[config.mk]
export PLATFORM = sky130hd
export DESIGN_NAME = cdc_bus_tx
export DESIGN_NICKNAME = d
export VERILOG_FILES = /design/src/rtl/cdc_bus_tx_pkg.sv /design/src/rtl/cdc_bus_tx_toggle_sync.sv /design/src/rtl/cdc_bus_tx.sv
export SDC_FILE = /design/constraint.sdc
export NUM_CORES = 1
export LEC_CHECK = 0
export ABC_AREA = 1
export CAP_MARGIN = 10
export CORE_ASPECT_RATIO = 1.4
export CORE_UTILIZATION = 52
export CTS_CLUSTER_SIZE = 12
export DETAILED_ROUTE_END_ITERATION = 7
export PLACE_DENSITY = 0.87
export REMOVE_ABC_BUFFERS = 1
export SYNTH_ARGS = -nofsm -noshare
export SYNTH_HDL_FRONTEND = slang
export SYNTH_SLANG_ARGS = --single-unit
export TNS_END_PERCENT = 20
[constraint.sdc]
create_clock -name CLK -period 3.1 [get_ports CLK]
set_clock_uncertainty 0.1 [all_clocks]
set_input_delay 0.465 -clock CLK [delete_from_list [all_inputs] [get_ports CLK]]
set_output_delay 0.465 -clock CLK [all_outputs]
set_load 0.01 [all_outputs]
[src/rtl/cdc_bus_tx_pkg.sv]
// Shared definitions for the CDC bus handshake: FSM encoding and default sizing.
package cdc_pkg;
  typedef enum logic {IDLE = 1'b0, WAIT_ACK = 1'b1} state_t;

  localparam int DefBusWidth  = 8;
  localparam int DefNumStages = 2;
endpackage

[src/rtl/cdc_bus_tx_toggle_sync.sv]
// NumStages-deep single-bit synchronizer for a toggle crossing into CLK.
module toggle_sync
  import cdc_pkg::*;
#(
  parameter int NumStages = DefNumStages
) (
  input  logic CLK,
  input  logic RST,
  input  logic i_async,
  output logic o_sync
);
  logic [NumStages-1:0] r_sync;

  always_ff @(posedge CLK or posedge RST) begin
    if (RST) r_sync <= '0;
    else     r_sync <= {r_sync[NumStages-2:0], i_async};
  end

  assign o_sync = r_sync[NumStages-1];
endmodule

[src/rtl/cdc_bus_tx.sv]
// Source side of the toggle-handshake CDC bus: holds a word on TxBus, flips
// ReqToggle, and waits for the synchronized ack toggle before taking another.
module cdc_bus_tx
  import cdc_pkg::*;
#(
  parameter int BusWidth      = DefBusWidth,
  parameter int NumStages     = DefNumStages,
  parameter int TimeoutCycles = 255
) (
  input  logic                CLK,
  input  logic                RST,
  input  logic [BusWidth-1:0] SrcData,
  input  logic                SrcValid,
  output logic                SrcReady,
  output logic [BusWidth-1:0] TxBus,
  output logic                ReqToggle,
  input  logic                AckToggleAsync,
  output logic                Done,
  output logic                Timeout,
  input  logic                ClearTimeout
);
  localparam int            CntW   = (TimeoutCycles < 1) ? 1 : $clog2(TimeoutCycles + 1);
  localparam logic [CntW-1:0] CntMax = CntW'(TimeoutCycles);

  state_t              r_state, w_state_nxt;
  logic                w_ack_sync, w_ack, w_accept, w_ack_done, w_to_set;
  logic [CntW-1:0]     r_cnt;
  logic [BusWidth-1:0] r_tx;
  logic                r_req, r_done, r_timeout;

  toggle_sync #(.NumStages(NumStages)) u_ack_sync (
    .CLK     (CLK),
    .RST     (RST),
    .i_async (AckToggleAsync),
    .o_sync  (w_ack_sync)
  );

  // Ack means the destination has echoed our current toggle level.
  assign w_ack = (w_ack_sync == r_req);

  always_ff @(posedge CLK or posedge RST) begin
    if (RST) r_state <= IDLE;
    else     r_state <= w_state_nxt;
  end

  always_comb begin
    w_state_nxt = r_state;
    w_accept    = 1'b0;
    w_ack_done  = 1'b0;
    case (r_state)
      IDLE: begin
        if (SrcValid) begin
          w_accept    = 1'b1;
          w_state_nxt = WAIT_ACK;
        end
      end
      WAIT_ACK: begin
        if (w_ack) begin
          w_ack_done  = 1'b1;
          w_state_nxt = IDLE;
        end
      end
      default: w_state_nxt = IDLE;
    endcase
  end

  assign w_to_set = (TimeoutCycles != 0) && (r_state == WAIT_ACK) && !w_ack &&
                    (r_cnt == CntMax - 1'b1);

  always_ff @(posedge CLK or posedge RST) begin
    if (RST) begin
      r_tx      <= '0;
      r_req     <= 1'b0;
      r_done    <= 1'b0;
      r_cnt     <= '0;
      r_timeout <= 1'b0;
    end else begin
      r_done <= w_ack_done;
      if (w_accept) begin
        r_tx  <= SrcData;
        r_req <= ~r_req;
      end
      if (w_accept || w_ack_done)
        r_cnt <= '0;
      else if (r_state == WAIT_ACK && r_cnt != CntMax)
        r_cnt <= r_cnt + 1'b1;
      // A fresh overdue event beats a simultaneous clear.
      if (w_to_set)          r_timeout <= 1'b1;
      else if (ClearTimeout) r_timeout <= 1'b0;
    end
  end

  assign SrcReady  = (r_state == IDLE);
  assign TxBus     = r_tx;
  assign ReqToggle = r_req;
  assign Done      = r_done;
  assign Timeout   = r_timeout;
endmodule

# == Word level (Yosys, flattened, before mapping) ==
# Cells that the tools add are included.
# totals
reg_bits,22
ram_bits,0
n_memories,0
wordCells,30
romBits,0
latch_bits,0
# op_classes
n_mux,10
n_shift,0
div,0
order_cmp,0
mul,0
bitwise,2
reduce_logical,7
add_sub_neg,1
eq_ne,3
# op_table
operator,count
8-bit 2-to-1 mux,2
"8-bit by 1-bit adder with 8-bit output, second input constant",1
"8-bit == test, second input constant",1
"8-bit != test, second input constant",1
1-bit 2-to-1 mux,7
2-bit nonzero test,2
1-bit logical AND,3
1-bit NOT,2
1-bit one-hot mux with 2 select lines,1
1-bit == test,1
1-bit logical NOT,1
1-bit logical OR,1

# == Logic depth before layout (Yosys ltp) ==
# logic_depth
depth_word,5
ltp_mapped,8
depth_no_buf,8

# == Cells and area by module ==
# From an unflattened synthesis, not the netlist that was laid out.
# unflattened
cells_unflattened,110
hier_area_um2,1081.0
# modules_own_cells
module,instances,area_per_inst_um2,cells_each
cdc_bus_tx,1,1027.2,107
toggle_sync,1,53.8,3

# == Least setup slack after synthesis ==
# No wires, ideal clock.
# synth_path
path_kind,register to register
from,reg r_cnt[1]
to,reg r_cnt[2]
n_path_buf,0
stages_incl_launch_ff,9
setup_slack_ps,1801
setup_ps,117
arrival_time_ps,1082
t_required_ps,2883
period_less_slack_ps,1299
path_cell_list,dfrtp_1 ha_1 nand2_2 nor2_4 nand2_4 nand2_1 nand2_2 nand3_1 nand2_1
# synth_between
elab_chain_len,3
# synth_lines
element,line_no,source
start: declaration,cdc_bus_tx.sv:27,logic [CntW-1:0] r_cnt;
start signal: assignment,cdc_bus_tx.sv:86,r_cnt <= r_cnt + 1'b1;
8-bit by 1-bit adder with 8-bit output / 8-bit != test (equally long branches),"cdc_bus_tx.sv:86, cdc_bus_tx.sv:85",
8-bit 2-to-1 mux / 1-bit logical AND (equally long branches),cdc_bus_tx.sv:85,else if (r_state == WAIT_ACK && r_cnt != CntMax)
8-bit 2-to-1 mux / 2-bit nonzero test (equally long branches),n/a,
# Parallel ways exist; a longest one is shown, timed or not. The select of a mux whose other input is x is not followed.
# A chain may end at the register's enable or synchronous reset.

# == Worst setup path in the final report ==
# layout_path
from,reg r_state
to,out SrcReady
# layout_between
elab_chain_len,1
# layout_lines
element,line_no,source
start: declaration,cdc_bus_tx.sv:25,"state_t r_state, w_state_nxt;"
start signal: assignment,cdc_bus_tx.sv:43,else r_state <= w_state_nxt;
1-bit NOT,n/a,
end: declaration,cdc_bus_tx.sv:14,"output logic SrcReady,"
# Every way passes these cells.

==> flow_summary.json <==
{
  "status": "finished, final reports clean",
  "timing.rr.start": "r_state",
  "p_clk_share_pct": 19.6,
  "path_class": "reg2out",
  "min_period_over_period_pct": 66.0,
  "final_cells": 164,
  "tightest_slew_ns": 0.796,
  "drt-total-wl_um": 2100,
  "clock-sinks": 22,
  "dp_cells": 160,
  "synth_seq_area_share_pct": 49.5,
  "cp.required_ns": 2.53,
  "first_global_vias": 827,
  "cp_max_fo": 9,
  "ant_nets": 0,
  "synth_cells": 117,
  "htree_levels": 1,
  "area_growth_pct": 27.0,
  "n_antenna_cell": 0,
  "p_sw_share_pct": 32.4,
  "grtUsageTotal_pct": 22.5,
  "pwr-share-comb_pct": 40.8,
  "drt_iter0_markers": 29,
  "yosysUniqueCellTypes": 20,
  "port_buffers": 24,
  "synth_seq_cells": 22,
  "fin_tns_setup_ns": 0,
  "cts_buffer_depth": 2,
  "leakagePower_nw": 0.720,
  "firstDrtPassIters": 4,
  "grt_max_degree": 23,
  "initial_utilization_pct": 55.7,
  "die_h_um": 56.7,
  "p_sw_mw": 0.365,
  "cp-endpoint": "SrcReady",
  "clock_latency_ns": 0.32,
  "clock-root-buffer": "clkbuf_4",
  "antenna_found_initial": 0,
  "clk_pin_slew_worst_paths_ns": 0.13,
  "die_area_um2": 2330,
  "fp.dieW_um": 41.1,
  "crit_chain": "inv_2, clkdlybuf4s50_1",
  "start_kind": "register",
  "whs_path_depth": 0,
  "finalHoldViolCount": 0,
  "clock.fmax_mhz": 489,
  "drv_slew": 0,
  "grt_first_pass_wirelength_um": 3570,
  "p_per_area_nw_per_um2": 799,
  "reg2regPathDepth": 7,
  "postCtsSetupRepairBufs": 0,
  "dp_hpwl_um": 1610,
  "maxCapViolations": 0,
  "r2r_end": "r_cnt[2]",
  "p_int_mw": 0.764,
  "finalCriticalPeriod_ns": 2.05,
  "grt-ovfl-total": 0,
  "cp.depth": 2,
  "wire_per_inst_um": 12.8,
  "hold_slack_ns": 0.265,
  "cts_tree": "done",
  "ys_warn_count": 0,
  "cts_repair_resize_count": 0,
  "worstSetupStartpoint": "r_state",
  "viasPerCell": 5.24,
  "gp_congestion": 0.864,
  "setup_violations": 0,
  "rsz0062_at_grt": "false",
  "rows": 19,
  "ir_drop_v": 0.000573,
  "ctsHoldBuffers": 0,
  "relSlewSlack_pct": 46.9,
  "cpMaxStageDelayCell": "clkdlybuf4s50_1",
  "synth_area_per_cell_um2": 9.51,
  "final_util_pct": 70.7,
  "crit_buf_inv": 2,
  "critical-path-top-delay-family": "buffers and inverters",
  "arrival_ns": 1.48,
  "vias": 859,
  "nets": 159,
  "drive_gt1_share_pct": 17.5,
  "r2r_slack_ns": 1.48,
  "drc_errors": 0,
  "io_pins": 25,
  "pwr-share-seq_pct": 39.6,
  "core_um2": 2000,
  "critPathMaxStageDelay_ns": 0.53,
  "synth.cell_area_um2": 1110,
  "min_path_type": "reg2reg",
  "end_kind": "primary output",
  "cts_buffers": 3
}
==> cell usage after synthesis <==
library cell | instances | area [um^2]
o21ai_1 | 2 | 10.0
nand2_1 | 33 | 124
a21oi_1 | 1 | 5.00
nor2_8 | 1 | 20.0
nand4_1 | 3 | 18.8
mux2_4 | 8 | 120
o22ai_1 | 1 | 6.26
inv_2 | 5 | 18.8
xor2_1 | 2 | 17.5
dfrtp_1 | 22 | 551
inv_1 | 11 | 41.3
nor2_1 | 10 | 37.5
nor2_4 | 1 | 11.3
nand3_1 | 7 | 35.0
nand2_4 | 1 | 11.3
buf_6 | 1 | 11.3
nand2_2 | 4 | 25.0
buf_4 | 1 | 7.51
a21oi_4 | 1 | 16.3
ha_1 | 2 | 25.0
==> logic make-up (layout without fill, tap and decap cells) <==
kind of cell / Yosys count / after routing / synth area share [%]
flops: 22 / 22 / 49.5
compound gates: 5 / 5 / 3.37
xor+xnor: 2 / 2 / 1.58
fa+ha+maj: 2 / 2 / 2.25
mux: 8 / 8 / 10.8
simple gates: 60 / 60 / 25.4
buf+inv: 18 / 44 / 7.09
==> layer usage <==
metal  track usage (%)  vias to the layer above  share of wire [%]
met3              3.56                        2                3.4
li1                  -                      416                  -
met2              36.8                       29                 53
met1              28.2                      412                 43
met5                 0                        -                  0
met4              8.29                        0               0.43
==> cell usage in the layout, fill, tap and decap left out <==
master           netlist  layout
inv_1                 11      11
nor2_8                 1       1
ha_1                   2       2
bufinv_16              0       1
a21oi_1                1       1
nor2_4                 1       1
nand2_4                1       1
clkbuf_4               0       3
xor2_1                 2       2
o21ai_1                2       2
nor2_1                10      10
dfrtp_1               22      22
nand4_1                3       3
clkdlybuf4s50_1        0      24
nand2_2                4       4
o22ai_1                1       1
nand2_1               33      33
a21oi_4                1       1
mux2_4                 8       8
inv_2                  5       5
nand3_1                7       7
==> power groups by stage <==
stage	clock (mW)	sequential (mW)	combinational, mW
2_1_floorplan	0	0.473	0.230
3_3_place_gp	0	0.445	0.453
3_5_place_dp	0	0.453	0.461
4_1_cts	0.223	0.448	0.465
5_1_grt	0.233	0.460	0.499
6_report	0.221	0.447	0.461
==> per-stage QoR <==
step	power, mW	area, um^2	setup WS (ns)
floorplan	0.703	1090	1.66
global placement	0.897	1360	1.27
detailed placement	0.915	1360	1.22
CTS	1.14	1410	1.05
global route	1.19	1410	0.977
finish	1.13	1410	1.05
==> area by class of cell <==
| class | count | area [um^2] |
|---|---|---|
| fillers | 143 | 584 |
| inverters | 16 | 60.1 |
| flip-flops and latches | 22 | 551 |
| clock buffers | 3 | 22.5 |
| multi-input cells | 77 | 483 |
| clock inverters | 1 | 30.0 |
| repair buffers | 24 | 240 |
| well taps | 21 | 26.3 |
==> worst min-delay path by stage <==
stage          slack, ns                    to                 start
2_1_floorplan       0.23  u_ack_sync.r_sync[1]  u_ack_sync.r_sync[0]
3_3_place_gp        0.23  u_ack_sync.r_sync[1]  u_ack_sync.r_sync[0]
3_5_place_dp        0.24  u_ack_sync.r_sync[1]  u_ack_sync.r_sync[0]
4_1_cts             0.26  u_ack_sync.r_sync[1]  u_ack_sync.r_sync[0]
5_1_grt             0.28  u_ack_sync.r_sync[1]  u_ack_sync.r_sync[0]
6_report            0.27  u_ack_sync.r_sync[1]  u_ack_sync.r_sync[0]
==> state kept, by name (all words and copies together), names as in the netlist <==
signal and flops:
Done 1, ReqToggle 1, Timeout 1, TxBus 8, r_cnt 8, r_state 1, u_ack_sync.r_sync 2
Note: power is estimated with default switching activity, not from simulation.
